<file path="src/rtl/attribute_text_renderer.sv">
// Attribute text-mode pixel renderer: cell addressing, font fetch, blink/cursor
// handling and 16-colour palette mapping in a fixed-latency, stall-free pipeline.
module attribute_text_renderer #(
    parameter int unsigned CELL_WIDTH   = 8,
    parameter int unsigned CELL_HEIGHT  = 16,
    parameter int unsigned COLS         = 80,
    parameter int unsigned ROWS         = 30,
    parameter int unsigned MEM_LATENCY  = 1,
    parameter int unsigned BLINK_FRAMES = 16
) (
    input  logic                  Clk,
    input  logic                  Reset,
    input  logic [9:0]            VGA_X,
    input  logic [9:0]            VGA_Y,
    input  logic                  DisplayEnable,
    input  logic                  FrameStart,
    input  logic [7:0]            CursorX,
    input  logic [7:0]            CursorY,
    input  logic                  CursorEnable,
    output logic [7:0]            CellX,
    output logic [7:0]            CellY,
    input  logic [15:0]           CellData,
    output logic [11:0]           FontAddr,
    input  logic [CELL_WIDTH-1:0] FontData,
    output logic [7:0]            VGA_R,
    output logic [7:0]            VGA_G,
    output logic [7:0]            VGA_B,
    output logic                  PixelValid
);

    localparam int unsigned     DL      = MEM_LATENCY;
    localparam logic [9:0]      CW      = 10'(CELL_WIDTH);
    localparam logic [9:0]      CH      = 10'(CELL_HEIGHT);
    localparam logic [9:0]      COLS_L  = 10'(COLS);
    localparam logic [9:0]      ROWS_L  = 10'(ROWS);
    localparam logic [4:0]      CH_5    = 5'(CELL_HEIGHT);
    localparam logic [11:0]     CH_12   = 12'(CELL_HEIGHT);
    localparam logic [3:0]      XO_LAST = 4'(CELL_WIDTH - 1);
    localparam int unsigned     FCW     = (BLINK_FRAMES > 1) ? $clog2(BLINK_FRAMES) : 1;
    localparam logic [FCW-1:0]  FC_LAST = FCW'(BLINK_FRAMES - 1);

    function automatic logic [23:0] palette(input logic [3:0] idx);
        logic [23:0] rgb;
        case (idx[2:0])
            3'd0:    rgb = 24'h000000;
            3'd1:    rgb = 24'h0000AA;
            3'd2:    rgb = 24'h00AA00;
            3'd3:    rgb = 24'h00AAAA;
            3'd4:    rgb = 24'hAA0000;
            3'd5:    rgb = 24'hAA00AA;
            3'd6:    rgb = 24'hAA5500;
            default: rgb = 24'hAAAAAA;
        endcase
        if (idx[3]) rgb = rgb + 24'h555555;
        if (idx == 4'd14) rgb = 24'hFFFF55;
        return rgb;
    endfunction

    logic [9:0] cx_c, cy_c;
    logic [3:0] xo_c, yo_c;

    always_comb begin
        cx_c = VGA_X / CW;
        cy_c = VGA_Y / CH;
        xo_c = 4'(VGA_X % CW);
        yo_c = 4'(VGA_Y % CH);
    end

    // Delay line that keeps coordinates aligned with the character-buffer read
    logic [9:0] d_cx  [0:DL];
    logic [9:0] d_cy  [0:DL];
    logic [3:0] d_xo  [0:DL];
    logic [3:0] d_yo  [0:DL];
    logic       d_de  [0:DL];
    logic       d_vis [0:DL];

    always_ff @(posedge Clk) begin
        if (Reset) begin
            CellX <= '0;
            CellY <= '0;
            for (int i = 0; i <= int'(DL); i++) begin
                d_de[i]  <= 1'b0;
                d_vis[i] <= 1'b0;
            end
        end else begin
            CellX    <= cx_c[7:0];
            CellY    <= cy_c[7:0];
            d_de[0]  <= DisplayEnable;
            d_vis[0] <= DisplayEnable && (cx_c < COLS_L) && (cy_c < ROWS_L);
            for (int i = 1; i <= int'(DL); i++) begin
                d_de[i]  <= d_de[i-1];
                d_vis[i] <= d_vis[i-1];
            end
        end
    end

    always_ff @(posedge Clk) begin
        d_cx[0] <= cx_c;
        d_cy[0] <= cy_c;
        d_xo[0] <= xo_c;
        d_yo[0] <= yo_c;
        for (int i = 1; i <= int'(DL); i++) begin
            d_cx[i] <= d_cx[i-1];
            d_cy[i] <= d_cy[i-1];
            d_xo[i] <= d_xo[i-1];
            d_yo[i] <= d_yo[i-1];
        end
    end

    // Frame counter and blink phase
    logic [FCW-1:0] frame_cnt;
    logic           blink_phase;

    always_ff @(posedge Clk) begin
        if (Reset) begin
            frame_cnt   <= '0;
            blink_phase <= 1'b0;
        end else if (FrameStart) begin
            if (frame_cnt == FC_LAST) begin
                frame_cnt   <= '0;
                blink_phase <= ~blink_phase;
            end else begin
                frame_cnt <= frame_cnt + FCW'(1);
            end
        end
    end

    // Font-address stage: attributes, blink and cursor are frozen here
    logic       cur_hit_c;
    logic [3:0] f_xo, f_fg;
    logic [2:0] f_bg;
    logic       f_sup, f_cur, f_de, f_vis;

    always_comb begin
        cur_hit_c = CursorEnable && !blink_phase
                    && (d_cx[DL] == {2'b00, CursorX})
                    && (d_cy[DL] == {2'b00, CursorY})
                    && (({1'b0, d_yo[DL]} + 5'd2) >= CH_5);
    end

    always_ff @(posedge Clk) begin
        if (Reset) begin
            FontAddr <= '0;
            f_de     <= 1'b0;
            f_vis    <= 1'b0;
        end else begin
            FontAddr <= 12'(CellData[7:0]) * CH_12 + 12'(d_yo[DL]);
            f_de     <= d_de[DL];
            f_vis    <= d_vis[DL];
        end
    end

    always_ff @(posedge Clk) begin
        f_xo  <= d_xo[DL];
        f_fg  <= CellData[11:8];
        f_bg  <= CellData[14:12];
        f_sup <= CellData[15] && blink_phase;
        f_cur <= cur_hit_c;
    end

    // Hold attributes while the font ROM is read
    logic [3:0] b_xo, b_fg;
    logic [2:0] b_bg;
    logic       b_sup, b_cur, b_de, b_vis;

    always_ff @(posedge Clk) begin
        if (Reset) begin
            b_de  <= 1'b0;
            b_vis <= 1'b0;
        end else begin
            b_de  <= f_de;
            b_vis <= f_vis;
        end
    end

    always_ff @(posedge Clk) begin
        b_xo  <= f_xo;
        b_fg  <= f_fg;
        b_bg  <= f_bg;
        b_sup <= f_sup;
        b_cur <= f_cur;
    end

    // Pixel select: MSB of the font row is the leftmost pixel
    logic       font_bit_c, fg_on_c;
    logic [3:0] p_idx;
    logic       p_de, p_vis;

    always_comb begin
        font_bit_c = |(FontData & (CELL_WIDTH'(1) << (XO_LAST - b_xo)));
        fg_on_c    = b_cur || (font_bit_c && !b_sup);
    end

    always_ff @(posedge Clk) begin
        if (Reset) begin
            p_de  <= 1'b0;
            p_vis <= 1'b0;
        end else begin
            p_de  <= b_de;
            p_vis <= b_vis;
        end
    end

    always_ff @(posedge Clk) begin
        p_idx <= fg_on_c ? b_fg : {1'b0, b_bg};
    end

    always_ff @(posedge Clk) begin
        if (Reset) begin
            {VGA_R, VGA_G, VGA_B} <= 24'h000000;
            PixelValid            <= 1'b0;
        end else begin
            {VGA_R, VGA_G, VGA_B} <= p_vis ? palette(p_idx) : 24'h000000;
            PixelValid            <= p_de;
        end
    end

endmodule

</file>
<file path="config.mk">
export PLATFORM = sky130hd
export DESIGN_NAME = attribute_text_renderer
export DESIGN_NICKNAME = d
export VERILOG_FILES = /design/src/rtl/attribute_text_renderer.sv
export SDC_FILE = /design/constraint.sdc
export NUM_CORES = 1
export LEC_CHECK = 0
export CORE_MARGIN = 4
export CORE_UTILIZATION = 25
export CTS_CLUSTER_DIAMETER = 200
export CTS_CLUSTER_SIZE = 8
export DETAILED_ROUTE_END_ITERATION = 10
export PLACE_DENSITY_LB_ADDON = 0.08
export SYNTH_ARGS = -nofsm -noshare
export SYNTH_HDL_FRONTEND = slang
export SYNTH_SLANG_ARGS = --single-unit
</file>
<file path="constraint.sdc">
create_clock -name Clk -period 2.63 [get_ports Clk]
set_clock_uncertainty 0.2 [all_clocks]
set_input_delay 0.3945 -clock Clk [delete_from_list [all_inputs] [get_ports Clk]]
set_output_delay 0.3945 -clock Clk [all_outputs]
set_load 0.05 [all_outputs]
</file>
==> flow_summary.ini <==
[synth]
synth_most_common_cell = dfxtp_1
ys.warnings.count = 0
netlist_instances = 260
synthDistinctLibCells = 31
syn-cell-area_um2 = 3370
synth_area_leader_cell = dfxtp_1
synth_ff_type = dfxtp_1
synth-edff-count = 0
async_flop_share = 0
synth_top_cell_area_share = 0.714
synth_commonest_cells = dfxtp_1, nor2b_1, buf_4, nor2_1, xnor2_1
ys_seq_area_frac = 0.714
ys_ff_latch = 120
yosys-top-cells-area = dfxtp_1, nor2b_1, buf_4
avgSynthCellArea_um2 = 12.9

[placement]
routabilityCongestion = 0.644
io_buffers = 114
hpwl_um = 4650
placed_area_um2 = 4600
dp_cells = 532

[setup_path]
cp_cell_sequence = clkdlybuf4s50_1
arrival_ns = 1.57
endpoint = VGA_B[7]
reg2reg_depth = 4
setup.worst_path.start_class = flop
rr_startpoint = b_xo[0]
rr_endpoint = p_idx[0]
cp.required_ns = 2.04
critical_path.max_stage_delay_ns = 0.82
critPathMaxFanout = 4
worstSetupStartpoint = VGA_B[5]
reg2reg_slack_ns = 0.61
cp_top_family = buffers and inverters
critPathBufInv = 1
end_kind = primary output
crit_cells = 1
crit_type = reg2out
slowest_stage = clkdlybuf4s50_1

[clock_network]
clkTransAtPathRegs_ns = 0.05
cts_resized = 0
clk_latency_ns = 0.40
cts_tree = done
clockRootBuffer = clkbuf_16
postCtsSetupRepairBufs = 0
cts.path.max_buffers = 2
clock_sinks = 120
htreeDepth = 4
cts_hold_buf = 0
cts_buffers = 17

[status]
status = finished, final reports clean

[layout]
fin_cells = 564
nets = 445
n_antenna_cell = 0
synthToLayoutAreaGrowth_pct = 55.1
fin_area_um2 = 5220
drive_gt1_frac = 0.103
nFillCells = 1278

[timing]
layout_min_cycle_time_ns = 2.17
rsz0062_at_grt = no
fmax_mhz = 462
fin_crit_sh = 0.824
tightest_slew_ns = 0.545
slew_headroom = 0.636
drv_slew = 0
finalSetupViolCount = 0
finalHoldViolations = 0
tns_ns = 0

[worst_hold_path]
min_path_type = reg2reg
min_delay_path_depth = 0

[global_route]
grt_pass1_vias = 2047
grt_start_max_net_pins = 28
grt_overflow = 0
antenna_found_initial = 1
grt_pass1_wl_um = 9650
grtUsageTotal = 0.0882

[die]
initial_core_util = 0.255
io_pins = 118
die_x_um = 124
dieArea_um2 = 15400
fp.coreArea_um2 = 13200
rows = 42
die_y_um = 124

[detailed_routing]
vias_per_cell = 3.68
wirelength_um = 6310
ant_nets = 0
drc = 0
drtIter0Drc = 50
drtPass1Iterations = 3
wire_per_inst_um = 11.2
vias = 2073

[pwr]
p_leak_nw = 2.05
ir_worst_vdd_mv = 0.392
cellPowerDensity_nw_per_um2 = 887

[job]
maxCapViolations = 0
-- cells by family after synthesis --
logic type / synth area share
buffers and inverters: 0.0468
xor gates and xnor gates: 0.0390
adders and majority gates: 0.0186
AOI/OAI and AO/OA: 0.0320
other: 0.00111
muxes: 0.0256
and+or+nand+nor: 0.123
DFF: 0.714
-- per-layer routing --
| metal | track usage | vias to the layer above | share of wire |
|---|---|---|---|
| li1 | - | 1055 | - |
| met1 | 0.0944 | 920 | 0.41 |
| met2 | 0.126 | 83 | 0.45 |
| met3 | 0.0581 | 13 | 0.11 |
| met4 | 0.0595 | 2 | 0.021 |
| met5 | 0 | - | 0.0019 |
-- power by group --
group / switching, mW / total [mW] / internal [mW]
sequential: 0.0295 / 1.93 / 1.90
combinational: 0.154 / 0.319 / 0.166
clock: 0.777 / 2.38 / 1.60
total: 0.960 / 4.63 / 3.67
-- layout by cell type (no fill, tap or decap), drive strengths merged --
| master | netlist | final |
|---|---|---|
| nor4bb | 1 | 1 |
| conb | 1 | 3 |
| nor4 | 1 | 1 |
| nor2b | 36 | 36 |
| and2b | 1 | 1 |
| a21boi | 1 | 1 |
| and4b | 1 | 1 |
| bufinv | 0 | 4 |
| clkbuf | 5 | 19 |
| ha | 5 | 5 |
| a311oi | 2 | 2 |
| a21oi | 5 | 5 |
| clkdlybuf4s50 | 0 | 113 |
| a41oi | 1 | 1 |
| clkinv | 0 | 4 |
| nor3 | 3 | 3 |
| mux2 | 3 | 3 |
| a31oi | 3 | 3 |
| clkinvlp | 0 | 5 |
| mux4 | 1 | 1 |
| nand3 | 3 | 3 |
| nand2b | 1 | 1 |
| nand4 | 5 | 5 |
| buf | 16 | 2 |
| nor2 | 11 | 11 |
| o21ai | 3 | 3 |
| mux2i | 3 | 3 |
| or2 | 1 | 1 |
| xor2 | 6 | 6 |
| xnor2 | 9 | 9 |
| dfxtp | 120 | 120 |
| nand2 | 3 | 3 |
| and2 | 4 | 4 |
| inv | 5 | 5 |
-- worst min-delay path by stage --
stage | start | to | slack (ns)
after floorplan | f_bg[0] | b_bg[0] | 0.11
after global placement | d_yo[0][0] | d_yo[0][4] | 0.11
after detailed placement | f_xo[2] | b_xo[2] | 0.11
after CTS | f_xo[2] | b_xo[2] | 0.12
after global routing | f_fg[3] | b_fg[3] | 0.13
final | f_bg[1] | b_bg[1] | 0.12
-- per-stage QoR --
stage / setup WS (ns) / utilization / hold WS [ns] / power (mW)
2_1_floorplan: 0.689 / - / 0.110 / 2.13
3_3_place_gp: 0.229 / 0.349 / 0.110 / 2.29
3_5_place_dp: 0.199 / 0.349 / 0.112 / 2.29
4_1_cts: 0.424 / 0.396 / 0.124 / 4.71
5_1_grt: 0.367 / 0.396 / 0.126 / 4.82
6_report: 0.464 / 0.396 / 0.124 / 4.63
-- layout make-up --
class	count	area, µm²	share of cell area
Clock buffer	19	443	0.0849
Clock inverter	13	178	0.0340
Inverter	5	18.8	0.00360
Multi-Input combinational cell	116	813	0.156
Sequential cell	120	2400	0.460
Tap cell	176	220	0.0422
Timing Repair Buffer	115	1140	0.219
-- registers in the layout, summed over array words and instances, names as in the netlist, 6 cells and up --
name      cells
d_yo          8
FontAddr     12
d_cx         14
CellY         6
VGA_R         6
CellX         7
d_cy         12
d_xo          6
Note: power is estimated with default switching activity, not from simulation.
